--- src/rtl/stepper_pkg.sv ---
// Shared types and constants for the A4988 move sequencer.
package stepper_pkg;

  localparam int STEP_W     = 17;
  localparam int INTERVAL_W = 16;

  // A4988 pin polarities: ENABLE is active-low, SLEEP is active-low.
  localparam logic ENABLE_ON = 1'b0;
  localparam logic AWAKE     = 1'b1;

  typedef enum logic [2:0] {
    ST_SLEEP,
    ST_WAKE,
    ST_IDLE,
    ST_DIR_SETUP,
    ST_PULSE_HI,
    ST_PULSE_LO
  } stepper_state_t;

  function automatic logic tick_last(input logic [31:0] cnt, input logic [31:0] dur);
    return cnt == (dur - 32'd1);
  endfunction

endpackage

--- src/rtl/tick_prescaler.sv ---
// Free-running divider producing a one-clk tick strobe every TICK_DIV clocks.
module tick_prescaler #(
  parameter int TICK_DIV = 27
) (
  input  logic clk,
  input  logic rst,
  output logic tick
);

  localparam int CW = (TICK_DIV > 1) ? $clog2(TICK_DIV) : 1;

  logic [CW-1:0] r_cnt;

  always_ff @(posedge clk or posedge rst) begin
    if (rst) begin
      r_cnt <= '0;
    end else if (r_cnt == CW'(TICK_DIV - 1)) begin
      r_cnt <= '0;
    end else begin
      r_cnt <= r_cnt + CW'(1);
    end
  end

  assign tick = (r_cnt == CW'(TICK_DIV - 1));

endmodule

--- src/rtl/stepper_move_sequencer.sv ---
// Command-driven A4988 sequencer: wake/dir/step sequencing with a symmetric linear ramp.
import stepper_pkg::*;

module stepper_move_sequencer #(
  parameter int TICK_DIV         = 27,
  parameter int WAKE_TICKS       = 1000,
  parameter int DIR_SETUP_TICKS  = 1,
  parameter int PULSE_TICKS      = 2,
  parameter int START_INTERVAL   = 450,
  parameter int MIN_INTERVAL     = 60,
  parameter int IDLE_SLEEP_TICKS = 100000
) (
  input  logic                  clk,
  input  logic                  rst,
  input  logic                  cmd_valid,
  output logic                  cmd_ready,
  input  logic [STEP_W-1:0]     cmd_steps,
  input  logic                  cmd_dir,
  input  logic [INTERVAL_W-1:0] cmd_interval,
  input  logic                  abort,
  output logic                  busy,
  output logic                  done,
  output logic                  aborted,
  output logic [STEP_W-1:0]     step_count,
  output logic                  motor_pul,
  output logic                  motor_direction,
  output logic                  motor_enable,
  output logic                  A4988_sleep,
  output stepper_state_t        dbg_state
);

  localparam logic [INTERVAL_W-1:0] START_IV = INTERVAL_W'(START_INTERVAL);
  localparam logic [INTERVAL_W-1:0] MIN_IV   = INTERVAL_W'(MIN_INTERVAL);

  logic                  w_tick;
  stepper_state_t        r_state, w_state;
  logic [31:0]           r_tcnt, w_tcnt, w_lo_ticks;
  logic [STEP_W-1:0]     r_steps, w_steps, r_count, w_count, r_ramp, w_ramp, w_rem;
  logic [INTERVAL_W-1:0] r_target, w_target, r_cur, w_cur, w_clamped;
  logic                  r_abort, w_abort, r_done, w_done, r_aborted, w_aborted;
  logic                  r_pul, w_pul, r_dir, w_dir, r_enable, w_enable, r_sleep, w_sleep;
  logic                  w_abort_req;

  tick_prescaler #(.TICK_DIV(TICK_DIV)) u_prescaler (
    .clk  (clk),
    .rst  (rst),
    .tick (w_tick)
  );

  always_comb begin
    if (cmd_interval < MIN_IV)        w_clamped = MIN_IV;
    else if (cmd_interval > START_IV) w_clamped = START_IV;
    else                              w_clamped = cmd_interval;
  end

  assign w_rem       = r_steps - r_count;
  assign w_abort_req = r_abort | abort;
  assign w_lo_ticks  = 32'(r_cur) - 32'(PULSE_TICKS);

  // Handshake: a command transfers on the clk edge where cmd_valid && cmd_ready;
  // cmd_ready is high only in SLEEP and IDLE, and the payload is latched on that edge.
  always_comb begin
    w_state   = r_state;
    w_tcnt    = w_tick ? r_tcnt + 32'd1 : r_tcnt;
    w_steps   = r_steps;
    w_count   = r_count;
    w_ramp    = r_ramp;
    w_target  = r_target;
    w_cur     = r_cur;
    w_abort   = r_abort;
    w_done    = 1'b0;
    w_aborted = r_aborted;
    w_pul     = r_pul;
    w_dir     = r_dir;
    w_enable  = r_enable;
    w_sleep   = r_sleep;
    unique case (r_state)
      ST_SLEEP, ST_IDLE: begin
        if (cmd_valid) begin
          w_steps   = cmd_steps;
          w_count   = '0;
          w_target  = w_clamped;
          w_cur     = START_IV;
          w_ramp    = '0;
          w_abort   = 1'b0;
          w_aborted = 1'b0;
          w_tcnt    = '0;
          if (cmd_steps == '0) begin
            w_done = 1'b1;
          end else begin
            w_dir    = cmd_dir;
            w_sleep  = AWAKE;
            w_enable = ENABLE_ON;
            w_state  = (r_state == ST_SLEEP) ? ST_WAKE : ST_DIR_SETUP;
          end
        end else if (r_state == ST_SLEEP) begin
          w_tcnt = '0;
        end else if (IDLE_SLEEP_TICKS != 0 && w_tick &&
                     tick_last(r_tcnt, 32'(IDLE_SLEEP_TICKS))) begin
          w_state  = ST_SLEEP;
          w_sleep  = ~AWAKE;
          w_enable = ~ENABLE_ON;
          w_tcnt   = '0;
        end
      end
      ST_WAKE, ST_DIR_SETUP: begin
        if (abort) begin
          w_state   = ST_IDLE;
          w_done    = 1'b1;
          w_aborted = 1'b1;
          w_tcnt    = '0;
        end else if (r_state == ST_WAKE && w_tick && tick_last(r_tcnt, 32'(WAKE_TICKS))) begin
          w_state = ST_DIR_SETUP;
          w_tcnt  = '0;
        end else if (r_state == ST_DIR_SETUP && w_tick &&
                     tick_last(r_tcnt, 32'(DIR_SETUP_TICKS))) begin
          w_state = ST_PULSE_HI;
          w_pul   = 1'b1;
          w_count = r_count + 17'd1;
          w_tcnt  = '0;
        end
      end
      ST_PULSE_HI: begin
        w_abort = w_abort_req;
        if (w_tick && tick_last(r_tcnt, 32'(PULSE_TICKS))) begin
          w_pul  = 1'b0;
          w_tcnt = '0;
          if (w_abort_req) begin
            w_state   = ST_IDLE;
            w_done    = 1'b1;
            w_aborted = 1'b1;
          end else begin
            w_state = ST_PULSE_LO;
          end
        end
      end
      ST_PULSE_LO: begin
        w_abort = w_abort_req;
        if (w_tick && tick_last(r_tcnt, w_lo_ticks)) begin
          w_tcnt = '0;
          if (r_count == r_steps) begin
            w_state   = ST_IDLE;
            w_done    = 1'b1;
            w_aborted = 1'b0;
          end else begin
            // Accelerate only while the remaining distance leaves room for a
            // matching decel; the midpoint step holds so the profile mirrors.
            if (w_rem <= r_ramp) begin
              if (r_cur < START_IV) w_cur = r_cur + 16'd1;
            end else if (r_cur > r_target && w_rem > r_ramp + 17'd1) begin
              w_cur  = r_cur - 16'd1;
              w_ramp = r_ramp + 17'd1;
            end
            w_state = ST_PULSE_HI;
            w_pul   = 1'b1;
            w_count = r_count + 17'd1;
          end
        end
      end
      default: w_state = ST_SLEEP;
    endcase
  end

  always_ff @(posedge clk or posedge rst) begin
    if (rst) begin
      r_state   <= ST_SLEEP;
      r_tcnt    <= '0;
      r_steps   <= '0;
      r_count   <= '0;
      r_ramp    <= '0;
      r_target  <= START_IV;
      r_cur     <= START_IV;
      r_abort   <= 1'b0;
      r_done    <= 1'b0;
      r_aborted <= 1'b0;
      r_pul     <= 1'b0;
      r_dir     <= 1'b0;
      r_enable  <= ~ENABLE_ON;
      r_sleep   <= ~AWAKE;
    end else begin
      r_state   <= w_state;
      r_tcnt    <= w_tcnt;
      r_steps   <= w_steps;
      r_count   <= w_count;
      r_ramp    <= w_ramp;
      r_target  <= w_target;
      r_cur     <= w_cur;
      r_abort   <= w_abort;
      r_done    <= w_done;
      r_aborted <= w_aborted;
      r_pul     <= w_pul;
      r_dir     <= w_dir;
      r_enable  <= w_enable;
      r_sleep   <= w_sleep;
    end
  end

  assign cmd_ready       = (r_state == ST_SLEEP) || (r_state == ST_IDLE);
  assign busy            = ~cmd_ready;
  assign done            = r_done;
  assign aborted         = r_aborted;
  assign step_count      = r_count;
  assign motor_pul       = r_pul;
  assign motor_direction = r_dir;
  assign motor_enable    = r_enable;
  assign A4988_sleep     = r_sleep;
  assign dbg_state       = r_state;

endmodule

--- config.mk ---
export PLATFORM = sky130hd
export DESIGN_NAME = stepper_move_sequencer
export DESIGN_NICKNAME = d
export VERILOG_FILES = /design/src/rtl/stepper_pkg.sv /design/src/rtl/tick_prescaler.sv /design/src/rtl/stepper_move_sequencer.sv
export SDC_FILE = /design/constraint.sdc
export NUM_CORES = 1
export LEC_CHECK = 0
export CAP_MARGIN = 5
export CORE_MARGIN = 5
export CORE_UTILIZATION = 38
export CTS_BUF_LIST = sky130_fd_sc_hd__clkbuf_16
export DETAILED_ROUTE_END_ITERATION = 8
export GPL_ROUTABILITY_DRIVEN = 0
export HOLD_SLACK_MARGIN = 0.08
export SYNTH_ARGS = -nofsm -noshare
export SYNTH_HDL_FRONTEND = slang
export SYNTH_SLANG_ARGS = --single-unit
export TNS_END_PERCENT = 50
--- constraint.sdc ---
create_clock -name clk -period 5.7 [get_ports clk]
set_clock_uncertainty 0.2 [all_clocks]
set_input_delay 1.14 -clock clk [delete_from_list [all_inputs] [get_ports clk]]
set_output_delay 1.14 -clock clk [all_outputs]
set_load 0.05 [all_outputs]
# Yosys cells after proc, flatten, opt, wreduce, memory -nomap -nowiden
# Cells that the tools add are included.
[word_totals]
regBits = 130
in_bits = 38
word_cells = 171
[classes]
add_sub_neg = 9
order_cmp = 6
eq_ne = 31
muxes = 76
n_bitwise = 3
reduce_logical = 31
[ops]
columns = ["operator", "n"]
rows = [
  ["32-bit 2-to-1 mux", 9],
  ["17-bit 2-to-1 mux", 10],
  ["16-bit 2-to-1 mux", 8],
  ["32-bit one-hot mux with 4 select lines", 1],
  ["17-bit one-hot mux with 3 select lines", 1],
  ["17-bit by 1-bit adder with 17-bit output (second input constant)", 2],
  ["17-bit one-hot mux with 2 select lines", 1],
  ["3-bit 2-to-1 mux", 11],
  ["32-bit by 1-bit adder with 32-bit output (second input constant)", 1],
  ["32-bit by 1-bit == test with 1-bit output (second input constant)", 1],
  ["32-bit by 10-bit == test with 1-bit output (second input constant)", 1],
  ["32-bit by 17-bit == test with 1-bit output (second input constant)", 1],
  ["32-bit == test", 1],
  ["32-bit logical NOT", 1],
  ["16-bit one-hot mux with 2 select lines", 1],
  ["2-bit inequality test (second input constant)", 14],
  ["1-bit 2-to-1 mux", 27],
  ["7-bit AND reduction", 3],
  ["6-bit AND reduction", 3],
  ["17-bit by 2-bit subtractor with 18-bit output (second input constant)", 1],
  ["17-bit == test", 1],
  ["17-bit > comparator", 1],
  ["17-bit less-or-equal comparator", 1],
  ["17-bit logical NOT", 1],
  ["33 further kinds", 54],
]

# Longest topological paths before layout
# Gate-level depths: netlist (run 1).
[depth]
ltp_word = 8
mapped_depth = 31
ltp_nobuf = 31

# Cells and area by module
# Synthesis (run 1) repeated with hierarchy kept, for this count alone.
[hier_totals]
cells_unflattened = 1223
hier_area_um2 = 10527.6
[modules_own_cells]
columns = ["module", "instances", "cells_each", "area_per_inst_um2"]
rows = [
  ["stepper_move_sequencer", 1, 1198, 10257.3],
  ["tick_prescaler", 1, 25, 270.3],
]

# Worst setup path after synthesis (run 1)
# Ideal clock, no wire load.
[synth_path]
kind = "reg2reg"
startpoint = "register r_count[0], in the netlist step_count[0]"
endpoint = "register r_cur[15]"
t_arrival_ns = 6.029
t_required_ns = 5.436
setup_slack_ns = -0.593
path_stages_with_launch = 31
n_path_buf = 0
period_less_slack_ns = 6.293
path_cell_list = "dfrtp_1 > ha_1 > fa_1 > nor2b_1 > o21ai_0 > a21boi_0 > o21ai_0 > a21oi_1 > o31ai_1 > a41oi_1 > a21o_1 > a21oi_1 > xnor2_1 > ha_1 > a21o_1 > a21o_1 > a21oi_1 > o21ai_0 > o21ai_1 > inv_1 > ha_1 > a211o_1 > o211ai_1 > a211o_1 > a31oi_1 > a41o_1 > a21oi_1 > xnor2_1 > nand2_1 > a31oi_1 > a21o_1"
[synth_between]
elab_chain_len = 6
elab_cells_between_ends = 13
cone_classes = "add/sub: 1; order compare: 2; eq/ne: 4; mux: 4; reduce/logical: 2"
[synth_lines]
columns = ["element", "line_no", "text"]
rows = [
  ["from (decl)", "stepper_move_sequencer.sv:38", "logic [STEP_W-1:0] r_steps, w_steps, r_count, w_count, r_ramp, w_ramp, w_rem;"],
  ["from (signal assigned)", "stepper_move_sequencer.sv:184", "r_count <= w_count;"],
  ["17-bit subtractor", "stepper_move_sequencer.sv:56", "assign w_rem = r_steps - r_count;"],
  ["17-bit less-or-equal comparator", "stepper_move_sequencer.sv:148", "if (w_rem <= r_ramp) begin"],
  ["16-bit 2-to-1 mux", "stepper_move_sequencer.sv:148", ""],
  ["16-bit 2-to-1 mux", "stepper_move_sequencer.sv:141", "if (r_count == r_steps) begin"],
  ["16-bit 2-to-1 mux", "stepper_move_sequencer.sv:139", "if (w_tick && tick_last(r_tcnt, w_lo_ticks)) begin"],
  ["16-bit one-hot mux with 2 select lines", "stepper_move_sequencer.sv:77", "unique case (r_state)"],
  ["to (signal assigned)", "stepper_move_sequencer.sv:187", "r_cur <= w_cur;"],
  ["to (decl)", "stepper_move_sequencer.sv:39", "logic [INTERVAL_W-1:0] r_target, w_target, r_cur, w_cur, w_clamped;"],
]
# Parallel ways exist; a longest one is shown, timed or not. The select of a mux whose other input is x is not followed.
# A chain may end at the register's enable or synchronous reset.

# Worst setup path in the final report (run 1)
[layout_path]
startpoint = "register r_steps[0]"
endpoint = "register r_cur[15]"
[layout_between]
elab_chain_len = 6
elab_cells_between_ends = 13
cone_classes = "add/sub: 1; order compare: 2; eq/ne: 4; mux: 4; reduce/logical: 2"
[layout_lines]
columns = ["element", "line_no", "text"]
rows = [
  ["from (decl)", "stepper_move_sequencer.sv:38", ""],
  ["from (signal assigned)", "stepper_move_sequencer.sv:183", "r_steps <= w_steps;"],
  ["17-bit subtractor", "stepper_move_sequencer.sv:56", ""],
  ["17-bit less-or-equal comparator", "stepper_move_sequencer.sv:148", ""],
  ["16-bit 2-to-1 mux", "stepper_move_sequencer.sv:148", ""],
  ["16-bit 2-to-1 mux", "stepper_move_sequencer.sv:141", ""],
  ["16-bit 2-to-1 mux", "stepper_move_sequencer.sv:139", ""],
  ["16-bit one-hot mux with 2 select lines", "stepper_move_sequencer.sv:77", ""],
]
# Parallel ways exist; a longest one is shown, timed or not. The select of a mux whose other input is x is not followed.

==> results of run 1 <==
-- registers in the layout, indices dropped and copies added, names as in the netlist, 3 cells and up --
register           flops
r_target              16
r_cur                 16
u_prescaler.r_cnt      5
r_tcnt                32
step_count            17
dbg_state              3
r_steps               17
r_ramp                17
-- worst min-delay path, stage by stage (launching register included) --
cell and delay, ns:
dfrtp_1 0.34, nand2_1 0.05, nand2_1 0.06
-- cells in the mapped netlist (all sizes together), types with 4 or more instances --
cell	n	area [um^2]
a211o	6	52.6
a211oi	11	82.6
a21boi	6	45.0
a21o	32	240
a21oi	58	290
a31oi	15	93.8
a41oi	4	35.0
and2	9	56.3
and3	21	131
and4	6	52.6
buf	17	93.8
clkbuf	38	143
dfrtp	121	3030
dfstp	9	236
ha	90	1130
inv	86	323
mux2i	16	160
nand2	145	544
nand2b	8	50.1
nand3	54	275
nand4	30	188
nor2	116	438
nor2b	9	56.3
nor3	44	236
nor4	22	150
nor4b	5	43.8
o211ai	6	45.0
o21a	7	52.6
o21ai	64	320
o22ai	5	31.3
o31ai	24	185
o41ai	4	42.6
or2	9	56.3
or3	5	31.3
or4	4	30.0
xnor2	67	587
xor2	39	342
-- metal layers --
metal | routed length [um] | up-vias | share of wire, %
met2 | 13600 | 195 | 46
met5 | 0 | - | 0
met4 | 443 | 0 | 1.5
li1 | - | 4685 | -
met3 | 1270 | 37 | 4.3
met1 | 14100 | 4639 | 48
-- cell families after synthesis --
logic type	share of synthesized area [%]
DFF	31.3
and+or+nand+nor	23.4
muxes	1.75
buffers and inverters	5.37
AOI/OAI and AO/OA	17.3
adders and majority gates	11.2
xor gates and xnor gates	9.57
-- per-stage QoR --
stage | cells | worst slack [ns] | instance area (um^2)
after global routing | 1711 | -0.383 | 12600
after detailed placement | 1669 | -0.108 | 11800
after floorplan | 1260 | 0.00225 | 10500
after CTS | 1705 | 0.0283 | 12400
final | 1711 | 0.0398 | 12600
after global placement | 1669 | -0.0516 | 11800
-- power by group through the flow --
| stage | clock [mW] | sequential [mW] | combinational, mW |
|---|---|---|---|
| global placement | 0 | 0.940 | 0.0553 |
| floorplan | 0 | 0.940 | 0.0174 |
| global route | 1.18 | 0.923 | 0.0609 |
| CTS | 1.14 | 0.923 | 0.0559 |
| finish | 1.12 | 0.923 | 0.0538 |
| detailed placement | 0 | 0.940 | 0.0557 |
-- layout make-up --
class | count | area, um^2
clock inverters | 15 | 154
repair buffers | 132 | 1170
well taps | 341 | 427
fillers | 2624 | 14300
flip-flops and latches | 130 | 3270
clock buffers | 17 | 425
multi-input cells | 989 | 6840
repair inverters | 1 | 7.51
inverters | 86 | 333
-- path summary, 6_finish.rpt --
check,start,end,slack [ns],depth (start not counted)
worst min register to register,r_steps[14],r_steps[14],0.28,2
worst min-delay path,r_steps[14],r_steps[14],0.28,2
worst max-delay path,r_steps[0],r_cur[15],0.04,32
min in group asynchronous,rst,u_prescaler.r_cnt[2],1.02,2
worst max register to register,r_steps[0],r_cur[15],0.04,32
max in group asynchronous,rst,motor_enable,3.26,3
-- timing repair --
| item | in CTS | in global routing |
|---|---|---|
| gates resized for setup | 5 | 36 |
| setup buffers | 3 | 6 |
| pin swaps | 7 | 34 |
| hold buffers | 0 | 0 |
| endpoints found under the setup margin | 4 | 14 |
| gates cloned | 1 | 0 |
==> summary.md, run 1 <==
| Metric | Value |
|---|---|
| Antenna Cells | 0 |
| CTS Buf Count | 17 |
| HPWL Detailed | 21700 um |
| Final min period | 5.66 ns |
| Fmax | 177 MHz |
| Share of layout cells above drive strength 1 | 13.2% |
| Sequential element share of the synthesized area | 31.3% |
| Worst-path maximum fanout | 5 |
| WL per Instance | 17.2 um |
| Number of remaining DRC errors | 0 |
| Slowest CP cell | dfrtp_1 |
| Clk pin slew, worst setup/hold paths | 0.06 ns |
| Post-Route Utilization | 46.9% |
| Delay of the slowest cell on the worst path | 0.37 ns |
| Initial antenna violation count | 0 |
| Mapped Area | 10400 um^2 |
| Die area | 30800 um^2 |
| Final period utilization | 99.3% |
| Hold Vio Cnt, Final | 0 |
| Synth Net Count | 1390 |
| Met3 global-route usage | 3.51% |
| First DRT Iteration DRCs | 585 |
| Max-cap viol count | 0 |
| Combinational power share | 2.6% |
| Leak Pwr | 5.87 nW |
| Remaining global-route overflow | 0 |
| Commonest non-fill, non-tap cell in the layout | nand2_1 |
| Primary FF master, synth | dfrtp_1 |
| Relative max-transition margin | 24.3% |
| Overall routed net length | 29500 um |
| Crit path max-delay family | compound AO/OA/AOI/OAI gates |
| Sequential share of power | 44.0% |
| Final slew viol count | 0 |
| Via count | 9556 |
| Outcome | completed |
| RSZ-0062 raised after global routing | true |
| Root buf cell | clkbuf_16 |
| DR vias/cell | 5.59 |
| Clock Sinks | 130 |
| Post-Syn Instances | 1260 |
| GRT met2 Usage | 30.7% |
| Crit path required time | 5.89 ns |
| Core Footprint | 27000 um^2 |
| First-pass GRT wire length | 48200 um |
| Least-Margin Pin Slew | 1.13 ns |
| Router iterations before antenna repair | 5 |
| Gr usage total | 19.2% |
| Switching Share | 22.6% |
| Final ANT Viol Nets | 0 |
| Worst vdd ir | 180 uV |
| Sw power | 0.474 mW |
| Crit path DAT | 5.85 ns |
| CP bufs+invs | 3 |
| Chip width | 176 um |
| Crit path capture type | flip-flop |
| CP startpoint kind | flip-flop |
| H-tree depth | 4 |
| Nets | 1487 |
| Rows | 60 |
| Largest net degree at the start of global routing | 93 |
| PnR Total Power | 2.10 mW |
| Sum Neg Setup Slack | 0 ns |
| Die Y-Extent | 176 um |
| Clock buffer depth | 2 |
| Seq cells post-synth | 130 |
| Port Buffers | 65 |
| Most Used Layer, Global Route | met2 |
| Internal | 1.62 mW |
| Commonest cells after routing, fill and taps aside | nand2_1, dfrtp_1, nor2_1, inv_1, ha_1 |
| Clock power frac | 53.4% |
| Yosys warns | 0 |
| Final hold slack | 0.282 ns |
| Syn-to-layout area delta | 21.2% |
| Number of synthesized flops with an enable pin | 0 |
| Netlist cell types | 80 |
| Final setup viols | 0 |
| CTS tree | yes |
| Initial core utilization | 38.7% |
| Pwr Density | 166 nW/um^2 |
| Total I/O pin count | 66 |
| Met1 Use GR | 27.0% |
| Ys async rst share | 100% |
| Worst Path Class, Setup | reg -> reg |
| Clock Latency Late Sink | 0.44 ns |
| Hold Path Class | reg -> reg |
| Syn avg cell area | 8.27 um^2 |
| Vias in the first global route | 9114 |
Note: power is estimated with default switching activity, not from simulation.
==> run 2: changes to the inputs <==
Settings changed: CORE_UTILIZATION 38 to 42, PLACE_DENSITY_LB_ADDON from default to 0.05.
==> summary.md, run 2 (same netlist as run 1, synthesis figures left out) <==
| Metric | Value |
|---|---|
| CP bufs+invs | 4 |
| CP startpoint kind | flip-flop |
| Crit path max-delay family | compound AO/OA/AOI/OAI gates |
| Crit path required time | 5.86 ns |
| Dpl cells | 1649 |
| Die area | 28100 um^2 |
| Clk pin slew, worst setup/hold paths | 0.07 ns |
| Delay of the slowest cell on the worst path | 0.42 ns |
| Commonest non-fill, non-tap cell in the layout | nand2_1 |
| Most Used Layer, Global Route | met1 |
| Initial antenna violation count | 0 |
| WL per Instance | 17.8 um |
| Max-cap viol count | 0 |
| Hold Path Class | reg -> reg |
| Share of layout cells above drive strength 1 | 12.7% |
| Final setup viols | 0 |
| Nets | 1480 |
| Commonest cells after routing, fill and taps aside | nand2_1, dfrtp_1, nor2_1, inv_1, ha_1 |
| Pwr Density | 169 nW/um^2 |
| Relative max-transition margin | 28.4% |
| Initial core utilization | 42.7% |
| Final slew viol count | 0 |
| Final min period | 5.64 ns |
| R2R cell count | 31 |
| CP most frequent cell | a21o_1 |
| Chip width | 168 um |
| Port Buffers | 65 |
| Hold Vio Cnt, Final | 0 |
| Syn-to-layout area delta | 20.6% |
| Die Y-Extent | 168 um |
| Met1 Use GR | 32.5% |
| Met3 global-route usage | 3.28% |
| Fmax | 177 MHz |
| Via count | 9420 |
| Levels on crit path | 31 |
| Slowest CP cell | dfrtp_2 |
| Worst vdd ir | 133 uV |
| Rows | 57 |
| Remaining global-route overflow | 0 |
| Antenna Cells | 0 |
| Number of remaining DRC errors | 0 |
| Clock buffer depth | 2 |
| Largest net degree at the start of global routing | 54 |
| Worst-path maximum fanout | 6 |
| Gr usage total | 21.4% |
| DR vias/cell | 5.58 |
| Vias in the first global route | 9095 |
| Router iterations before antenna repair | 5 |
| Final period utilization | 99.0% |
| PnR Total Power | 2.12 mW |
| Crit path DAT | 5.80 ns |
| Post-route insts no fill | 1687 |
| Reg with most FFs | r_tcnt |
| Least-Margin Pin Slew | 1.07 ns |
| Leak Pwr | 5.79 nW |
| Overall routed net length | 30000 um |
| First-pass GRT wire length | 49100 um |
| Fin area | 12600 um^2 |
| Outcome | completed |
| H-tree depth | 4 |
| CTS tree | yes |
| GRT met2 Usage | 32.4% |
| # fillers | 2377 |
| Final ANT Viol Nets | 0 |
| Clock Latency Late Sink | 0.43 ns |
| RSZ-0062 raised after global routing | true |
| Post-Route Utilization | 51.5% |
| Crit path capture type | flip-flop |
| Max reg flops | 32 |
| Core Footprint | 24400 um^2 |
| Sum Neg Setup Slack | 0 ns |
| CTS Buf Count | 17 |
| WHS Path Cells | 2 |
| Clock Sinks | 130 |
| Root buf cell | clkbuf_16 |
| Placed inst area | 11700 um^2 |
| First DRT Iteration DRCs | 678 |
| Total I/O pin count | 66 |
| Worst Path Class, Setup | reg -> reg |
| HPWL Detailed | 22400 um |
[run 2: cell types whose count changed in the layout (fill, tap and decap cells not counted), sizes merged]
cell | before | now
clkinv | 7 | 2
clkinvlp | 2 | 4
buf | 67 | 61
bufinv | 3 | 2
inv | 90 | 93
[run 2: area by class of cell]
class                   count  area, um^2  share of cell area, %
clock buffers              17         425                   3.38
flip-flops and latches    130        3270                   26.0
repair buffers            126        1110                   8.85
inverters                  86         333                   2.65
multi-input cells         989        6850                   54.5
well taps                 324         405                   3.23
clock inverters            15         174                   1.38
[run 2: worst min-delay path, delay by kind of cell, from the launching register on]
family / cells / cell delay (ns)
AND/OR/NAND/NOR: 2 / 0.10
flip-flops: 1 / 0.34
[run 2: layer usage]
layer / vias to the layer above / share of wire (%)
li1: 4681 / -
met1: 4487 / 51
met2: 226 / 44
met3: 26 / 4.4
met4: 0 / 1.0
met5: - / 0
[run 2: stage by stage]
| step | hold slack (ns) | worst slack [ns] |
|---|---|---|
| floorplan | 0.250 | 0.00225 |
| detailed placement | 0.268 | -0.118 |
| global placement | 0.264 | 0.0239 |
| finish | 0.278 | 0.0585 |
| CTS | 0.282 | 0.0132 |
| global route | 0.303 | -0.300 |
[run 2: path summary, 6_finish.rpt]
| kind | start | slack [ns] | to |
|---|---|---|---|
| hold reg to reg | r_steps[10] | 0.28 | r_steps[10] |
| hold / removal | r_steps[10] | 0.28 | r_steps[10] |
| setup / recovery | step_count[0] | 0.06 | r_cur[15] |
| min in group asynchronous | rst | 0.93 | step_count[7] |
| setup reg to reg | step_count[0] | 0.06 | r_cur[15] |
| max in group asynchronous | rst | 3.41 | r_target[7] |
[run 2: where the power goes]
| part | internal, mW | leakage, nW | total (mW) | switching, mW |
|---|---|---|---|---|
| registers | 0.923 | 1.61 | 0.923 | 0.0000000000000000787 |
| clock network | 0.659 | 0.286 | 1.15 | 0.487 |
| logic | 0.0250 | 3.90 | 0.0554 | 0.0305 |
[run 2: timing repair]
action,in CTS,in global routing
endpoints found under the hold margin,0,0
resized for setup,3,37
buffers inserted,0,6
endpoints found under the setup margin,4,16
hold buffers,0,0
pin swaps,3,27
==> run 3: changes to the inputs <==
Settings changed: SKIP_LAST_GASP from default to 1.
==> summary.md, run 3 (same netlist as run 1, synthesis figures left out) <==
| Metric | Value |
|---|---|
| Outcome | completed |
| Final ANT Viol Nets | 0 |
| Least-Margin Pin Slew | 1.05 ns |
| Commonest non-fill, non-tap cell in the layout | nand2_1 |
| Clock Latency Late Sink | 0.43 ns |
| Reg-to-reg critical path endpoint | r_cur[15] |
| First DRT Iteration DRCs | 668 |
| CTS Buf Count | 17 |
| Syn-to-layout area delta | 20.8% |
| Max reg flops | 32 |
| Worst-path maximum fanout | 6 |
| Final period utilization | 98.7% |
| Reg with most FFs | r_tcnt |
| Rows | 57 |
| H-tree depth | 4 |
| Leak Pwr | 5.80 nW |
| First-pass GRT wire length | 49100 um |
| RSZ-0062 raised after global routing | true |
| Clock buffer depth | 2 |
| DR vias/cell | 5.56 |
| Clock Sinks | 130 |
| Worst vdd ir | 133 uV |
| Root buf cell | clkbuf_16 |
| Core Footprint | 24400 um^2 |
| Hold path start | r_steps[10] |
| Gr usage total | 21.4% |
| Slowest CP cell | dfrtp_1 |
| Die Y-Extent | 168 um |
| Via count | 9372 |
| Initial core utilization | 42.7% |
| Port Buffers | 65 |
| R2R cell count | 30 |
| Overall routed net length | 30000 um |
| WL per Instance | 17.8 um |
| Hold-fix buffers at CTS | 0 |
| Fin area | 12600 um^2 |
| Hold Path Class | reg -> reg |
| Worst setup margin | 0.0765 ns |
| Hold Vio Cnt, Final | 0 |
| Number of remaining DRC errors | 0 |
| Die area | 28100 um^2 |
| Final min period | 5.62 ns |
| Hold EP | r_steps[10] |
| Worst Path Class, Setup | reg -> reg |
| Clk pin slew, worst setup/hold paths | 0.07 ns |
| Antenna Cells | 0 |
| Max-cap viol count | 0 |
| CP most frequent cell | a21oi_2 |
| Final setup viols | 0 |
| Relative max-transition margin | 29.4% |
| Crit path required time | 5.86 ns |
| Final slew viol count | 0 |
| Largest net degree at the start of global routing | 54 |
| Commonest cells after routing, fill and taps aside | nand2_1, dfrtp_1, nor2_1, inv_1, ha_1 |
| Sum Neg Setup Slack | 0 ns |
| Router iterations before antenna repair | 5 |
| Chip width | 168 um |
| Vias in the first global route | 9082 |
| Share of layout cells above drive strength 1 | 12.8% |
| WHS Path Cells | 2 |
| HPWL Detailed | 22400 um |
| Crit path DAT | 5.78 ns |
| R2R Setup Slk | 0.08 ns |
| Delay of the slowest cell on the worst path | 0.37 ns |
| Crit path capture type | flip-flop |
| CTS tree | yes |
| Placed inst area | 11700 um^2 |
| Dpl cells | 1649 |
| Total I/O pin count | 66 |
| Remaining global-route overflow | 0 |
| Pwr Density | 169 nW/um^2 |
| Fmax | 178 MHz |
| R2r startpoint | r_steps[0] |
| Nets | 1480 |
| CP startpoint kind | flip-flop |
| Initial antenna violation count | 0 |
| Post-route insts no fill | 1687 |
| Pre-CTS setup slack | -0.118 ns |
## run 3: cell counts in the layout (fill, tap and decap cells not counted)
No cell type changed its count.
## run 3: through the flow
step,hold WS (ns),utilization [%],total power [mW]
CTS,0.282,50.6,2.15
floorplan,0.250,-,0.957
detailed placement,0.268,48.2,0.997
global placement,0.264,48.2,0.996
finish,0.279,51.6,2.12
global route,0.303,51.6,2.19
## run 3: critical path: cells and delay by family (launching register included)
| kind | cells | cell delay (ns) |
|---|---|---|
| compound gates | 16 | 2.58 |
| xor+xnor | 2 | 0.25 |
| fa+ha+maj | 4 | 0.91 |
| buf+inv | 3 | 0.39 |
| flops | 1 | 0.37 |
| simple gates | 5 | 0.87 |
## run 3: area by class of cell
| class | instances | area [um^2] |
|---|---|---|
| Clock buffer | 17 | 425 |
| Multi-Input combinational cell | 989 | 6870 |
| Tap cell | 324 | 405 |
| Clock inverter | 15 | 174 |
| Sequential cell | 130 | 3270 |
| Fill cell | 2374 | 11800 |
| Inverter | 86 | 333 |
| Timing Repair Buffer | 126 | 1110 |
## run 3: worst max-delay path by stage
stage	cells after the start	from	slack, ns	to
2_1_floorplan	30	step_count[2]	0.002	r_cur[15]
3_3_place_gp	31	r_steps[0]	0.02	r_cur[15]
3_5_place_dp	31	r_steps[0]	-0.12	r_cur[15]
4_1_cts	31	r_steps[0]	-0.05	r_cur[15]
5_1_grt	30	r_steps[0]	-0.32	r_cur[14]
6_report	30	r_steps[0]	0.08	r_cur[15]
## run 3: what timing repair did
action,in CTS,in global routing
resized for setup,2,39
setup endpoints to repair,4,16
buffers inserted,0,6
pin swaps,2,31
cloned,0,0
## run 3: power by group
group | switching (mW) | internal (mW)
logic | 0.0305 | 0.0250
clock network | 0.487 | 0.659
registers | 0.0000000000000000775 | 0.923
total | 0.518 | 1.61
## run 3: routing by layer
layer  vias up  global-route usage, %  share of wire [%]
li1       4689                      -                  -
met1      4452                   32.5                 52
met3        22                   3.28                3.9
met2       209                   32.4                 44
met4         0                   4.27                1.0
met5         -                      0                  0
